--- src/rtl/memreq_pkg.sv ---
// Shared types and constants for the memory request arbiter.
package memreq_pkg;

    localparam int DEF_ADDR_W = 64;
    localparam int DEF_DATA_W = 64;

    // Grant encoding, also used as the last_grant value
    localparam logic GRANT_A = 1'b0;
    localparam logic GRANT_B = 1'b1;

    typedef enum logic [1:0] {
        IDLE      = 2'd0,
        WAIT_DONE = 2'd1,
        RELEASE   = 2'd2
    } state_t;

endpackage

--- src/rtl/rr_arbiter2.sv ---
// Two-input round-robin grant. The requester that did not win last time
// takes a tie; a lone requester always wins.
module rr_arbiter2
    import memreq_pkg::*;
(
    input  logic i_req_a,
    input  logic i_req_b,
    input  logic i_last_grant,
    output logic o_valid,
    output logic o_grant
);

    // Pick a winner from the request bits and the previous winner
    always_comb begin
        o_valid = i_req_a | i_req_b;
        o_grant = GRANT_A;
        if (i_req_a && i_req_b) begin
            o_grant = (i_last_grant == GRANT_A) ? GRANT_B : GRANT_A;
        end else if (i_req_b) begin
            o_grant = GRANT_B;
        end
    end

endmodule

--- src/rtl/mem_request_arbiter.sv ---
// Front end of the RAM controller: arbitrates two CPU-side ports, drives one
// controller transaction at a time and returns an ack (with err on timeout).
//
// state     | meaning
// ----------+-----------------------------------------------------------
// IDLE      | no transaction; grant when controller done is low
// WAIT_DONE | strobes held, waiting for done or the watchdog
// RELEASE   | strobes low, waiting for the controller to drop done
module mem_request_arbiter
    import memreq_pkg::*;
#(
    parameter int ADDR_W         = DEF_ADDR_W,
    parameter int DATA_W         = DEF_DATA_W,
    // Must be at least 16
    parameter int TIMEOUT_CYCLES = 64
) (
    input  logic              clock,
    input  logic              resetin,
    input  logic              a_req,
    input  logic [ADDR_W-1:0] a_addr,
    output logic              a_ack,
    input  logic              b_req,
    input  logic              b_we,
    input  logic [ADDR_W-1:0] b_addr,
    input  logic [DATA_W-1:0] b_wdata,
    output logic              b_ack,
    output logic [DATA_W-1:0] rdata,
    output logic              err,
    output logic [ADDR_W-1:0] mem_address,
    output logic [DATA_W-1:0] mem_datain,
    output logic              mem_read,
    output logic              mem_write,
    input  logic [DATA_W-1:0] mem_dataout,
    input  logic              mem_done
);

    localparam int               CNT_W   = $clog2(TIMEOUT_CYCLES);
    localparam logic [CNT_W-1:0] CNT_MAX = CNT_W'(TIMEOUT_CYCLES - 1);
    localparam logic [CNT_W-1:0] CNT_ONE = CNT_W'(1);

    state_t            r_state;
    logic              r_last_grant;
    logic [CNT_W-1:0]  r_cnt;
    logic [DATA_W-1:0] r_rdata;
    logic              r_a_ack;
    logic              r_b_ack;
    logic              r_err;
    logic [ADDR_W-1:0] r_mem_address;
    logic [DATA_W-1:0] r_mem_datain;
    logic              r_mem_read;
    logic              r_mem_write;

    state_t            w_state_nxt;
    logic              w_last_grant_nxt;
    logic [CNT_W-1:0]  w_cnt_nxt;
    logic [DATA_W-1:0] w_rdata_nxt;
    logic              w_a_ack_nxt;
    logic              w_b_ack_nxt;
    logic              w_err_nxt;
    logic [ADDR_W-1:0] w_mem_address_nxt;
    logic [DATA_W-1:0] w_mem_datain_nxt;
    logic              w_mem_read_nxt;
    logic              w_mem_write_nxt;

    logic              w_arb_valid;
    logic              w_arb_grant;

    rr_arbiter2 u_rr_arbiter2 (
        .i_req_a      (a_req),
        .i_req_b      (b_req),
        .i_last_grant (r_last_grant),
        .o_valid      (w_arb_valid),
        .o_grant      (w_arb_grant)
    );

    // State and output registers; reset drops strobes without a clock edge
    always_ff @(posedge clock or negedge resetin) begin
        if (!resetin) begin
            r_state       <= IDLE;
            r_last_grant  <= GRANT_B;
            r_cnt         <= '0;
            r_rdata       <= '0;
            r_a_ack       <= 1'b0;
            r_b_ack       <= 1'b0;
            r_err         <= 1'b0;
            r_mem_address <= '0;
            r_mem_datain  <= '0;
            r_mem_read    <= 1'b0;
            r_mem_write   <= 1'b0;
        end else begin
            r_state       <= w_state_nxt;
            r_last_grant  <= w_last_grant_nxt;
            r_cnt         <= w_cnt_nxt;
            r_rdata       <= w_rdata_nxt;
            r_a_ack       <= w_a_ack_nxt;
            r_b_ack       <= w_b_ack_nxt;
            r_err         <= w_err_nxt;
            r_mem_address <= w_mem_address_nxt;
            r_mem_datain  <= w_mem_datain_nxt;
            r_mem_read    <= w_mem_read_nxt;
            r_mem_write   <= w_mem_write_nxt;
        end
    end

    // Next-state and next-output logic; acks and err default low so they pulse
    always_comb begin
        w_state_nxt       = r_state;
        w_last_grant_nxt  = r_last_grant;
        w_cnt_nxt         = r_cnt;
        w_rdata_nxt       = r_rdata;
        w_a_ack_nxt       = 1'b0;
        w_b_ack_nxt       = 1'b0;
        w_err_nxt         = 1'b0;
        w_mem_address_nxt = r_mem_address;
        w_mem_datain_nxt  = r_mem_datain;
        w_mem_read_nxt    = r_mem_read;
        w_mem_write_nxt   = r_mem_write;

        case (r_state)
            IDLE: begin
                // A done still high from the last transaction blocks new grants
                if (!mem_done && w_arb_valid) begin
                    w_last_grant_nxt = w_arb_grant;
                    w_cnt_nxt        = '0;
                    w_state_nxt      = WAIT_DONE;
                    if (w_arb_grant == GRANT_B) begin
                        w_mem_address_nxt = b_addr;
                        w_mem_datain_nxt  = b_wdata;
                        w_mem_write_nxt   = b_we;
                        w_mem_read_nxt    = ~b_we;
                    end else begin
                        w_mem_address_nxt = a_addr;
                        w_mem_write_nxt   = 1'b0;
                        w_mem_read_nxt    = 1'b1;
                    end
                end
            end

            WAIT_DONE: begin
                if (mem_done) begin
                    if (r_mem_read) begin
                        w_rdata_nxt = mem_dataout;
                    end
                    w_a_ack_nxt     = (r_last_grant == GRANT_A);
                    w_b_ack_nxt     = (r_last_grant == GRANT_B);
                    w_mem_read_nxt  = 1'b0;
                    w_mem_write_nxt = 1'b0;
                    w_cnt_nxt       = '0;
                    w_state_nxt     = RELEASE;
                end else if (r_cnt == CNT_MAX) begin
                    w_a_ack_nxt     = (r_last_grant == GRANT_A);
                    w_b_ack_nxt     = (r_last_grant == GRANT_B);
                    w_err_nxt       = 1'b1;
                    w_rdata_nxt     = '0;
                    w_mem_read_nxt  = 1'b0;
                    w_mem_write_nxt = 1'b0;
                    w_cnt_nxt       = '0;
                    w_state_nxt     = RELEASE;
                end else begin
                    w_cnt_nxt = r_cnt + CNT_ONE;
                end
            end

            RELEASE: begin
                // A controller stuck with done high is abandoned silently
                if (!mem_done || (r_cnt == CNT_MAX)) begin
                    w_cnt_nxt   = '0;
                    w_state_nxt = IDLE;
                end else begin
                    w_cnt_nxt = r_cnt + CNT_ONE;
                end
            end

            default: begin
                w_state_nxt     = IDLE;
                w_mem_read_nxt  = 1'b0;
                w_mem_write_nxt = 1'b0;
                w_cnt_nxt       = '0;
            end
        endcase
    end

    assign a_ack       = r_a_ack;
    assign b_ack       = r_b_ack;
    assign err         = r_err;
    assign rdata       = r_rdata;
    assign mem_address = r_mem_address;
    assign mem_datain  = r_mem_datain;
    assign mem_read    = r_mem_read;
    assign mem_write   = r_mem_write;

endmodule

--- config.mk ---
export PLATFORM = sky130hd
export DESIGN_NAME = mem_request_arbiter
export DESIGN_NICKNAME = d
export VERILOG_FILES = /design/src/rtl/memreq_pkg.sv /design/src/rtl/rr_arbiter2.sv /design/src/rtl/mem_request_arbiter.sv
export SDC_FILE = /design/constraint.sdc
export NUM_CORES = 1
export LEC_CHECK = 0
export BUFFER_PORTS_ARGS = -buffer_cell sky130_fd_sc_hd__buf_4
export CAP_MARGIN = 5
export CORE_AREA = 2 2 176 178
export DETAILED_ROUTE_END_ITERATION = 16
export DIE_AREA = 0 0 178 180
export HOLD_SLACK_MARGIN = 0.1
export PLACE_DENSITY_LB_ADDON = 0.25
export SLEW_MARGIN = 30
export SYNTH_ARGS = -nofsm -noshare
export SYNTH_HDL_FRONTEND = slang
export SYNTH_SLANG_ARGS = --single-unit
--- constraint.sdc ---
create_clock -name clock -period 1.65 [get_ports clock]
set_clock_uncertainty 0.05 [all_clocks]
set_input_delay 0.165 -clock clock [delete_from_list [all_inputs] [get_ports clock]]
set_output_delay 0.165 -clock clock [all_outputs]
set_load 0.03 [all_outputs]
==> summary.md <==
| Metric | Value |
|---|---|
| Setup TNS | `-2.87 ns` |
| All-Layer GR Usage | `19.3%` |
| Final setup fails | `108` |
| Unrepaired setup endpoints after global routing | `yes` |
| Antenna Cells | `0` |
| Async SR Flop Fraction | `100%` |
| Most frequent cells after synthesis | `205 x dfrtp_1, 134 x nand2_1, 68 x nor2_1, 66 x o21ai_0, 65 x mux2i_1` |
| Total Nets Final | `1,813` |
| Critical path, cell by cell | `inv_2 > buf_4 > ha_4 > buf_4 > a311o_1 > mux2_4` |
| Simple-gate share of the synthesized area | `10.6%` |
| Slack of the critical path | `-0.0907 ns` |
| Initial antenna violation count | `0` |
| Clock Tree Buf Depth | `3` |
| CP delay by family, top | `flip-flops` |
| Die Y | `180 um` |
| Most common cell in the synthesized netlist | `dfrtp_1` |
| Layout cell share with drive strength beyond 1 | `44.4%` |
| Syn Inst Count | `767` |
| Clock period minus worst slack | `1.74 ns` |
| Die area | `32,000 sq um` |
| FF+latch count, synth | `206` |
| Die width | `178 um` |
| Avg WL per Cell | `17.3 um` |
| Syn nets | `1,033` |
| Logic pwr share | `52.4%` |
| Worst skew pair latency | `0.52 ns` |
| Element type at the critical path start | `flip-flop` |
| Hold crit path type | `input pin to async pin` |
| Fin. max-slew vios | `0` |
| Syn. warnings | `0` |
| DRC viols | `0` |
| Failing checks | `negative setup slack` |
| Site Rows | `64` |
| Most common cell on crit path | `buf_4` |
| GRT Residual Overflow | `0` |
| CP max stage cell | `dfrtp_1` |
| Root Buffer | `clkbuf_16` |
| Post-DP HPWL | `19,800 um` |
| Internal | `17.6 mW` |
| H-tree depth | `1` |
| CTS buffer count | `23` |
| First-pass GRT wire length | `49,600 um` |
| Crit path capture type | `flip-flop` |
| Area grow syn2layout | `102%` |
| Largest stage delay, worst path | `0.38 ns` |
| Max VDD drop | `887 uV` |
| Fmax | `0.574 GHz` |
| Total clock sinks | `206` |
| Switching power | `12.3 mW` |
| Sequential share of the synthesized area | `60.3%` |
| DRT Pass-1 Iters | `4` |
| Vias in the first global route | `9,655` |
| CTS tree | `built` |
| Core ar. | `30,200 sq um` |
| Largest net degree at the start of global routing | `52` |
| Post-Route WL | `33,900 um` |
| Total number of vias | `8,973` |
| Synth area leader | `dfrtp_1` |
| Synth cell types | `34` |
| Worst Tran Pin Value | `0.530 ns` |
| Synth Area in Adders | `0.585%` |
| Clk slew on worst S/H paths | `0.06 ns` |
| Post-synthesis mux area share | `16.4%` |
| Reg power frac | `29.5%` |
| Routed Antenna Nets | `0` |
| Synth Area in XOR/XNOR | `0%` |
| Clk pwr share | `18.1%` |
| Main combinational cell family by area after synthesis | `multiplexers` |
| Fin Hold WS | `0.117 ns` |
| Io pins | `459` |
| Worst endpoint required time | `2.00 ns` |
| Fin. Hold Viols | `0` |
| Top post-synthesis cells by area | `dfrtp_1 60%, mux2i_1 7.6%, mux2_1 6.7%` |
| Power Density | `1730 nW/um^2` |
| Sw Ratio | `41.1%` |
| Initial DRC count | `314` |
| Crit-path max FO | `2` |
| Post-synth EDFFs | `0` |
| Most common flop cell mapped by yosys | `dfrtp_1` |
| Status | `complete, but fails checks` |
| Vias per cell | `4.58` |
| Compound-Gate Fraction of Synth Area | `8.97%` |
| IO Port Bufs | `458` |
| CP Class | `flip-flop to flip-flop` |
| Starting Density | `28.3%` |
| WP data arrival | `2.09 ns` |
| Syn Area/Cell | `11.1 sq um` |
| Yosys top cell area share | `60.0%` |
| Leakage | `8.24 nW` |
| Max_cap viols | `0` |
| CP Buf/Inv Count | `3` |
| Final worst-path cycle share | `105%` |
| Relative slew slack | `64.7%` |
| Gpl congestion | `0.745` |
| Syn Std Cell Area | `8550 sq um` |
metrics by stage:
step           cell area (sq um)  total power [mW]  instances  utilization (%)  worst slack [ns]
6_report                   17300              29.9       1960             57.3           -0.0907
5_1_grt                    17300              31.4       1960             57.3            -0.126
4_1_cts                    16800              29.1       1952             55.7           -0.0724
3_5_place_dp               12800              22.1       1626             42.5            -0.140
3_3_place_gp               12800              21.9       1626             42.5           -0.0808
2_1_floorplan               8570              16.3        767                -           -0.0200
worst register-to-register path, cell delays in order, from the launching register on:
cell and delay, ns:
dfrtp_1 0.38, inv_2 0.07, buf_4 0.15, ha_4 0.16, buf_4 0.13, a311o_1 0.38, mux2_4 0.32
path summary, 6_finish.rpt:
| check | start | to | slack (ns) | cells after the start |
|---|---|---|---|---|
| min reg2reg | mem_datain[43]$_DFFE_PN0P_ | mem_datain[43]$_DFFE_PN0P_ | 0.44 | 1 |
| min in group clock | a_req | mem_read$_DFFE_PN0P_ | 0.17 | 4 |
| max | r_state[0]$_DFFE_PN0P_ | mem_read$_DFFE_PN0P_ | -0.09 | 6 |
| max reg2reg | r_state[0]$_DFFE_PN0P_ | mem_read$_DFFE_PN0P_ | -0.09 | 6 |
| min | resetin | mem_datain[37]$_DFFE_PN0P_ | 0.12 | 2 |
| max in group asynchronous | resetin | r_state[0]$_DFFE_PN0P_ | 0.76 | 3 |
metal layers:
metal	part of all wire [%]	GRT usage, %
met1	38	21.7
met5	0	0
met3	7.3	4.42
met2	50	34.3
met4	4.5	8.82
cell type report:
cell class,count,area (sq um)
clock buffer,35,681
clock inverter,7,119
fill,2416,12900
inverter,6,22.5
multi-input combinational,507,3590
sequential,206,5160
tap,396,495
timing repair buffer,803,7250
cell usage in the layout (no fill, tap or decap), types with 2 or more instances in the layout:
cell type,count
clkbuf_8,7
a21oi_2,7
o21ai_0,8
mux2_1,11
buf_12,15
buf_16,8
buf_6,15
mux2_4,55
nand3_1,3
clkbuf_1,6
bufinv_16,3
and3_4,4
nor2_1,67
a21oi_1,57
nor2b_4,3
buf_8,3
o21ai_1,40
dfrtp_1,205
mux2i_1,63
ha_4,2
buf_4,494
o21ai_2,27
o21a_1,2
inv_2,2
clkbuf_16,31
inv_1,4
clkinvlp_4,2
nand2_1,134
nand2b_4,2
dlygate4sd3_1,259
flip-flops by register name (all words and copies together) (netlist names):
name          flops
r_state           2
mem_address      64
r_last_grant      1
a_ack             1
b_ack             1
mem_read          1
r_cnt             6
mem_write         1
rdata            64
mem_datain       64
err               1
power groups by stage:
stage          logic (mW)  clock network (mW)  registers, mW
2_1_floorplan        3.04                   0           13.2
3_3_place_gp         13.2                   0           8.70
3_5_place_dp         13.4                   0           8.76
4_1_cts              14.8                5.56           8.73
5_1_grt              16.5                5.77           9.12
6_report             15.7                5.41           8.83
cells by family (layout without fill, tap and decap cells):
logic type      after synthesis  count (layout)
fa+ha+maj                     4               4
mux                         132             132
compound gates              148             148
simple gates                222             223
flops                       206             206
buf+inv                      55             851
timing repair:
action                                  CTS  global route
gates resized for setup                  56           107
hold endpoints to repair                403             0
setup buffers                            18             3
pin swaps                                 4            26
gates cloned                             10            10
hold buffers                            259             0
endpoints found under the setup margin  190           196
Power figures use the tool's default switching activity.
